**src/rtl/adc_avg_bcd.sv**
```systemverilog
// adc_avg_bcd: detects completed conversions from the serial ADC capture
// stage, averages a 2^AVG_LOG2 window of samples, scales the average to
// millivolts and converts it to four packed BCD digits for the display.
// Optional feature macro: ADC_AVG_BCD_PEAK_HOLD_EN adds the `peak` output,
// the running maximum of raw samples since reset.
`timescale 1ns/1ps
module adc_avg_bcd #(
  parameter int AVG_LOG2 = 2,
  parameter int VREF_MV  = 5000
) (
  input  logic        clk,
  input  logic        rst_n,
  input  logic        cs_n,
  input  logic [7:0]  data,
  output logic [7:0]  avg,
  output logic [15:0] bcd,
  output logic        valid,
  output logic        busy
`ifdef ADC_AVG_BCD_PEAK_HOLD_EN
  ,
  output logic [7:0]  peak
`endif
);

  localparam int AW = 8 + AVG_LOG2;
  // cnt is zero-width when AVG_LOG2 is 0; keep one bit and ignore it then.
  localparam int CW = (AVG_LOG2 == 0) ? 1 : AVG_LOG2;

  typedef enum logic [1:0] {IDLE, SCALE, CONV, DONE} state_t;

  state_t         state;
  state_t         state_next;
  logic           cs_q;
  logic           strobe;
  logic [AW-1:0]  acc;
  logic [AW-1:0]  sum;
  logic [CW-1:0]  cnt;
  logic           last;
  logic           pend;
  logic [7:0]     avg_next;
  logic [7:0]     avg_work;
  logic [21:0]    prod;
  logic [12:0]    mv;
  logic [28:0]    dd;
  logic [28:0]    dd_step;
  logic [15:0]    adj;
  logic [3:0]     iter;
  logic           load;
  logic           scale_en;
  logic           conv_en;
  logic           finish;
  logic           unused_bits;

  // Upstream raises cs_n and updates data on the same edge, so data is
  // already valid in the strobe cycle.
  assign strobe = cs_n & ~cs_q;
  // The full window sum of 2^AVG_LOG2 bytes always fits in AW bits.
  assign sum    = acc + AW'(data);
  assign last   = (AVG_LOG2 == 0) ? 1'b1 : (cnt == {CW{1'b1}});

  // Scaled value in mV; the low 8 bits are the discarded fraction.
  assign prod        = 22'(avg_work) * 22'(VREF_MV);
  assign mv          = prod[20:8];
  assign unused_bits = ^{prod[21], prod[7:0], adj[15]};

  // One double-dabble iteration: bias every BCD nibble >= 5, then shift.
  genvar gi;
  generate
    for (gi = 0; gi < 4; gi++) begin : g_adj
      assign adj[gi*4 +: 4] = (dd[13+gi*4 +: 4] >= 4'd5) ?
                              (dd[13+gi*4 +: 4] + 4'd3) : dd[13+gi*4 +: 4];
    end
  endgenerate
  assign dd_step = {adj[14:0], dd[12:0], 1'b0};

  // Delay cs_n by one cycle for rising-edge detection.
  always_ff @(posedge clk or negedge rst_n) begin
    if (!rst_n) cs_q <= 1'b1;
    else        cs_q <= cs_n;
  end

  // Window accumulation runs independently of the FSM; a newer window
  // average simply overwrites one the FSM has not picked up yet.
  always_ff @(posedge clk or negedge rst_n) begin
    if (!rst_n) begin
      acc      <= '0;
      cnt      <= '0;
      avg_next <= '0;
      pend     <= 1'b0;
    end else begin
      if (strobe && last) begin
        acc      <= '0;
        cnt      <= '0;
        avg_next <= sum[AVG_LOG2 +: 8];
      end else if (strobe) begin
        acc <= sum;
        cnt <= cnt + CW'(1);
      end
      // A completing window must win over the FSM consuming the old one.
      if (strobe && last) pend <= 1'b1;
      else if (load)      pend <= 1'b0;
    end
  end

  // FSM state register.
  always_ff @(posedge clk or negedge rst_n) begin
    if (!rst_n) state <= IDLE;
    else        state <= state_next;
  end

  // FSM next-state and datapath controls.
  always_comb begin
    state_next = state;
    load       = 1'b0;
    scale_en   = 1'b0;
    conv_en    = 1'b0;
    finish     = 1'b0;
    case (state)
      IDLE: if (pend) begin
        load       = 1'b1;
        state_next = SCALE;
      end
      SCALE: begin
        scale_en   = 1'b1;
        state_next = CONV;
      end
      CONV: begin
        conv_en = 1'b1;
        if (iter == 4'd12) begin
          finish     = 1'b1;
          state_next = DONE;
        end
      end
      DONE:    state_next = IDLE;
      default: state_next = IDLE;
    endcase
  end

  // Conversion datapath: latch the average, scale it, then shift 13 times.
  always_ff @(posedge clk or negedge rst_n) begin
    if (!rst_n) begin
      avg_work <= '0;
      dd       <= '0;
      iter     <= '0;
    end else begin
      if (load) avg_work <= avg_next;
      if (scale_en) begin
        dd   <= {16'd0, mv};
        iter <= '0;
      end else if (conv_en) begin
        dd   <= dd_step;
        iter <= iter + 4'd1;
      end
    end
  end

  // Results are captured with the final shift so that avg/bcd change on the
  // same edge that raises valid, and valid is high during DONE.
  always_ff @(posedge clk or negedge rst_n) begin
    if (!rst_n) begin
      avg   <= '0;
      bcd   <= '0;
      valid <= 1'b0;
      busy  <= 1'b0;
    end else begin
      valid <= finish;
      busy  <= (state_next != IDLE);
      if (finish) begin
        avg <= avg_work;
        bcd <= dd_step[28:13];
      end
    end
  end

`ifdef ADC_AVG_BCD_PEAK_HOLD_EN
  // Running maximum of raw samples; only reset clears it.
  always_ff @(posedge clk or negedge rst_n) begin
    if (!rst_n)                     peak <= '0;
    else if (strobe && data > peak) peak <= data;
  end
`endif

endmodule
```
**config.mk**
```make
export PLATFORM = sky130hd
export DESIGN_NAME = adc_avg_bcd
export DESIGN_NICKNAME = d
export VERILOG_FILES = /design/src/rtl/adc_avg_bcd.sv
export SDC_FILE = /design/constraint.sdc
export NUM_CORES = 1
export LEC_CHECK = 0
export BUFFER_PORTS_ARGS = -buffer_cell sky130_fd_sc_hd__buf_2
export CAP_MARGIN = 20
export CELL_PAD_IN_SITES_DETAIL_PLACEMENT = 1
export CELL_PAD_IN_SITES_GLOBAL_PLACEMENT = 1
export CORE_UTILIZATION = 43
export CTS_CLUSTER_DIAMETER = 150
export DETAILED_ROUTE_END_ITERATION = 16
export GPL_TIMING_DRIVEN = 0
export MAX_ROUTING_LAYER = met4
export PLACE_DENSITY = 0.84
export SYNTH_ARGS = -nofsm -noshare
export SYNTH_HDL_FRONTEND = slang
export SYNTH_SLANG_ARGS = --single-unit
```
**constraint.sdc**
```tcl
create_clock -name clk -period 5.3 [get_ports clk]
set_clock_uncertainty 0.2 [all_clocks]
set_input_delay 0 -clock clk [delete_from_list [all_inputs] [get_ports clk]]
set_output_delay 0 -clock clk [all_outputs]
set_load 0.005 [all_outputs]
```
==> flow_summary.ini, run 1 <==
[timing]
fin_crit_sh_pct = 78.98
final_hold_viol_count = 15
holdWs_ps = -11.20
rsz0062_at_grt = no
period_needed_ps = 4186
finalSetupViolCount = 0
fmax_ghz = 0.2389
worstMarginPinSlew_ps = 591.5
relSlewSlack_pct = 60.57
drv_slew = 0
finalSetupTns_ps = 0

[place]
numPortBuffers = 36
dp_cells = 741
dp_hpwl_um = 9851
gp_congestion = 0.8191

[cts]
holdBufCountCts = 4
clk_latency_ps = 360
cts.htree.levels = 3
clock-sinks = 91
cts_setup_buffers = 0
cts_tree = built
ctsResizeCount = 0
clkSlewWorstSetupHoldPaths_ps = 70
cts_buffers = 9
cts_buffer_depth = 2
root_buffer = clkbuf_16

[min_path]
min_path_type = primary input to async pin

[setup_path]
cp-end-kind = register
max_stage_delay_ps = 550
cp_cell_sequence = ha_1 -> ha_1 -> inv_1 -> fa_1 -> fa_1 -> inv_1 -> fa_1 -> a211oi_1 -> o21ai_0 -> a41oi_1 -> xor2_1 -> o21ai_0
cp_slowest_cell = fa_1
cp.arrival_ps = 4220
cp_max_fo = 6
cpLargestDelayFamily = adder cells
crit_required_ps = 5330
critPathKind = register to register
reg2reg_slack_ps = 1110
cp-start-kind = register
cp_num_buf_inv = 2
cp_common_cell = fa_1

[global_routing]
grt_pass1_vias = 4624
antenna_found_initial = 0
grt_max_degree = 51
track_usage_pct = 23.07
grt_pass1_wl_um = 22430
overflow = 0

[cells_and_area]
final_cells = 761
antenna_cells = 0
final_common_cell = dfrtp_1
postLayoutCoreUtil_pct = 50.99
final_net_count = 673
final_cell_mix = dfrtp_1, nand2_1, ha_1
area_growth_pct = 14.60
drive_above_1_share_pct = 14.33

[synth]
yosysTopAreaCellShare_pct = 41.79
synth_cell_types = 50
avgSynthCellArea_um2 = 10.05
synth-main-ff-cell = dfrtp_1
synth_edf_count = 0
synth_largest_area_cell = dfrtp_1
async_flop_share_pct = 100.0
synthTopCellsByArea = dfrtp_1, ha_1, fa_1, mux2_2, nand2_1
synth.ff_latch_count = 91
yosysWarnings = 0
postSynthCellCount = 536
netlist_area_um2 = 5389
syn-num-nets = 621
yosysSeqAreaShare_pct = 42.28

[floorplanning]
rows = 40
die_w_um = 114.0
start_util_pct = 44.49
core_area_um2 = 12110
pin_count = 37
die_area_um2 = 12980
die_h_um = 114.0

[routing]
vias = 4083
drcViolationCount = 0
drt_iter0_drc = 104
drt-wirelength-per-cell_um = 17.39
wirelength_um = 13240
ant_nets = 0
drt_pass1_iterations = 4
viasPerCell = 5.365

[run_status]
status = finished with violations
violations = negative hold slack

[flow_run]
drv_cap = 0
==> layout make-up <==
cell class | count | area [µm²]
Clock inverter | 6 | 87.58
Sequential cell | 91 | 2278
Timing Repair Buffer | 41 | 250.2
Fill cell | 1391 | 5936
Clock buffer | 10 | 239.0
Multi-Input combinational cell | 378 | 2855
Inverter | 50 | 187.7
Tap cell | 168 | 210.2
Buffer | 17 | 67.56
==> worst paths after layout <==
| check | cells past startpoint | start | to |
|---|---|---|---|
| worst min register to register | 2 | bcd[4] | bcd[4] |
| worst max-delay path | 12 | avg_work[2] | dd[9] |
| max in group asynchronous | 3 | rst_n | cs_q |
| worst max register to register | 12 | avg_work[2] | dd[9] |
| min in group clk | 4 | data[7] | acc[7] |
| worst min-delay path | 2 | rst_n | dd[27] |
==> registers in the layout (all words and copies together) (netlist names) <==
register	count
avg	8
state	2
valid	1
cs_q	1
cnt	2
avg_next	8
busy	1
acc	10
avg_work	8
bcd	16
dd	29
iter	4
pend	1
==> kinds of logic (layout without fill, tap and decap cells) <==
| group | count (synthesis) | after routing | synth area share [%] |
|---|---|---|---|
| simple gates | 134 | 134 | 11.28 |
| fa+ha+maj | 74 | 74 | 18.99 |
| flops | 91 | 91 | 42.28 |
| buf+inv | 67 | 124 | 4.736 |
| mux | 26 | 26 | 5.317 |
| compound gates | 132 | 132 | 15.44 |
| xor+xnor | 12 | 12 | 1.950 |
==> synthesized netlist by cell type, types with 3 or more instances <==
library cell / n
nand2b_1: 6
nand3_1: 11
nor2_1: 24
inv_1: 48
xnor2_1: 7
o22ai_1: 15
a21o_1: 6
o31ai_1: 4
mux2_2: 21
nand2_1: 62
a21boi_0: 3
nor2b_1: 8
dfrtp_1: 90
nor3_1: 8
xor2_1: 5
or3_1: 3
or2_2: 3
ha_1: 61
o21a_1: 6
a31oi_1: 8
a22o_1: 5
fa_1: 13
a21oi_1: 27
a211oi_1: 4
clkbuf_1: 13
buf_2: 3
mux2i_1: 5
o21ai_0: 39
==> layer usage <==
metal  up-vias  GRT usage, %  wire [µm]
met2        60         42.06       7196
met4         0         8.225        274
met5         -             -          0
met3        28         4.251        301
li1       1963             -          -
met1      2032         24.97       5464
==> per-stage QoR <==
| stage | instance area [µm²] | hold WS [ps] | setup slack [ps] |
|---|---|---|---|
| finish | 6176 | -11.20 | 1114 |
| global route | 6176 | 54.47 | 859.9 |
| CTS | 6176 | 3.754 | 1045 |
| detailed placement | 5809 | -157.8 | 1031 |
| global placement | 5779 | -74.49 | 1256 |
| floorplan | 5389 | -495.6 | 1519 |
Power of run 1 is left out: the tool's default activity adds up to more than one toggle a clock period on the data nets, which glitch-free logic cannot reach.
==> inputs of run 2 (changes only) <==
==> constraint.sdc (replaced) <==
create_clock -name clk -period 4.1 [get_ports clk]
set_clock_uncertainty 0.2 [all_clocks]
set_input_delay 0 -clock clk [delete_from_list [all_inputs] [get_ports clk]]
set_output_delay 0 -clock clk [all_outputs]
set_load 0.005 [all_outputs]
==> run 2 against run 1 <==
Effect of this change: count of clock-buffer cells in the layout is the same; sequential share of layout area is essentially flat; global-route usage stayed put; cell area up 0.41%; register-to-register slack got worse by 960 ps; fmax is 6.1% higher; the flow still finishes with violations (negative hold slack); wire length barely moved; sequential cell count did not move; non-clock buffer count stayed put; critical endpoint is now dd[12]; critical path depth did not move; setup slack got worse by 960 ps.
==> flow_summary.ini, run 2 (synthesized netlist as in run 1, its figures left out) <==
[floorplanning]
die_w_um = 114.0
start_util_pct = 44.49
die_area_um2 = 12980
pin_count = 37
die_h_um = 114.0
rows = 40
core_area_um2 = 12110

[global_routing]
overflow = 0
grt_max_degree = 51
grt_pass1_wl_um = 22430
grt_pass1_vias = 4618
track_usage_pct = 23.07
antenna_found_initial = 0

[place]
gp_congestion = 0.8191
dp_cells = 741
dp_hpwl_um = 9851
dp_slack_ps = -168.6
numPortBuffers = 36

[setup_path]
critPathKind = register to register
cp_max_fo = 7
cp_cell_sequence = fa_1 -> fa_1 -> ha_1 -> inv_1 -> fa_1 -> inv_1 -> ha_1 -> nand2_1 -> o21ai_1 -> o211ai_1 -> a21boi_1 -> o41a_1
max_stage_delay_ps = 610
reg2reg_slack_ps = 150
cp.arrival_ps = 3990
cp-end-kind = register
cp_slowest_cell = fa_1
crit_required_ps = 4140
cp_common_cell = fa_1
cp-start-kind = register

[timing]
finalSetupViolCount = 0
layout_setup_ws_ps = 154.5
fin_crit_sh_pct = 96.23
rsz0062_at_grt = no
drv_slew = 0
holdWs_ps = -11.61
fmax_ghz = 0.2535
period_needed_ps = 3946
worstMarginPinSlew_ps = 591.5
relSlewSlack_pct = 60.57
final_hold_viol_count = 16

[routing]
drt_pass1_iterations = 4
drt_iter0_drc = 105
drt-wirelength-per-cell_um = 17.40
drcViolationCount = 0
ant_nets = 0
wirelength_um = 13240
vias = 4077
viasPerCell = 5.357

[cts]
clock-sinks = 91
cts_buffers = 9
cts_tree = built
cts_buffer_depth = 2
cts.htree.levels = 3
clkSlewWorstSetupHoldPaths_ps = 70
root_buffer = clkbuf_16
clk_latency_ps = 360
cts_setup_buffers = 0

[cells_and_area]
top_register = dd
biggestRegsByFlops = dd (29), bcd (16), acc (10)
largest_reg_flops = 29
fill_cells = 1385
antenna_cells = 0
final_cell_mix = dfrtp_1, nand2_1, ha_1
final_net_count = 673
drive_above_1_share_pct = 15.85
seq_area_um2 = 2285
final_common_cell = dfrtp_1
multi_input_area_um2 = 2874
final_cells = 761
area_growth_pct = 15.07

[run_status]
status = finished with violations
violations = negative hold slack

[min_path]
min_path_type = primary input to async pin

[flow_run]
drv_cap = 0
[run 2: cell counts in the layout (fill, tap and decap cells not counted)]
Identical to the previous run, type by type.
[run 2: worst max-delay path, delay by kind of cell, from the launching register on]
kind / cells / cell delay (ps)
fa+ha+maj: 5 / 2190
buf+inv: 2 / 90
simple gates: 1 / 120
flops: 1 / 480
compound gates: 4 / 740
[run 2: metrics by stage]
step | hold WS [ps] | cell area [µm²] | util, % | TNS [ps]
after floorplan | -495.6 | 5389 | - | 0
after global placement | -74.49 | 5779 | 47.72 | 0
after detailed placement | -157.8 | 5809 | 47.96 | -232.3
after CTS | 3.754 | 6188 | 51.10 | 0
after global routing | 54.47 | 6201 | 51.20 | 0
final | -11.61 | 6201 | 51.20 | 0
[run 2: cell type report]
class / count / area share (%)
Buffer: 17 / 1.090
Clock buffer: 10 / 3.854
Clock inverter: 6 / 1.412
Inverter: 50 / 3.027
Multi-Input combinational cell: 378 / 46.35
Sequential cell: 91 / 36.84
Tap cell: 168 / 3.390
Timing Repair Buffer: 41 / 4.036
[run 2: what timing repair did]
action | 4_1_cts | 5_1_grt
gates resized for setup | 4 | 8
hold buffers | 4 | 0
pin swaps | 1 | 1
setup endpoints to repair | 5 | 6
gates cloned | 0 | 0
hold endpoints to repair | 96 | 0
[run 2: routing by layer]
metal	GRT usage [%]	wire length (µm)	vias up
met5	-	0	-
met4	8.225	267	0
met3	4.251	299	28
met2	42.10	7222	61
met1	24.94	5449	2024
li1	-	-	1964
[run 2: worst paths after layout]
kind                              from  endpoint  cells after the start
max                        avg_work[5]    dd[12]                     12
min                              rst_n    dd[27]                      2
max reg2reg                avg_work[5]    dd[12]                     12
min reg2reg                     bcd[4]    bcd[4]                      2
max in group asynchronous        rst_n      cs_q                      3
min in group clk               data[7]    acc[7]                      4
Power of run 2 is left out for the same reason.
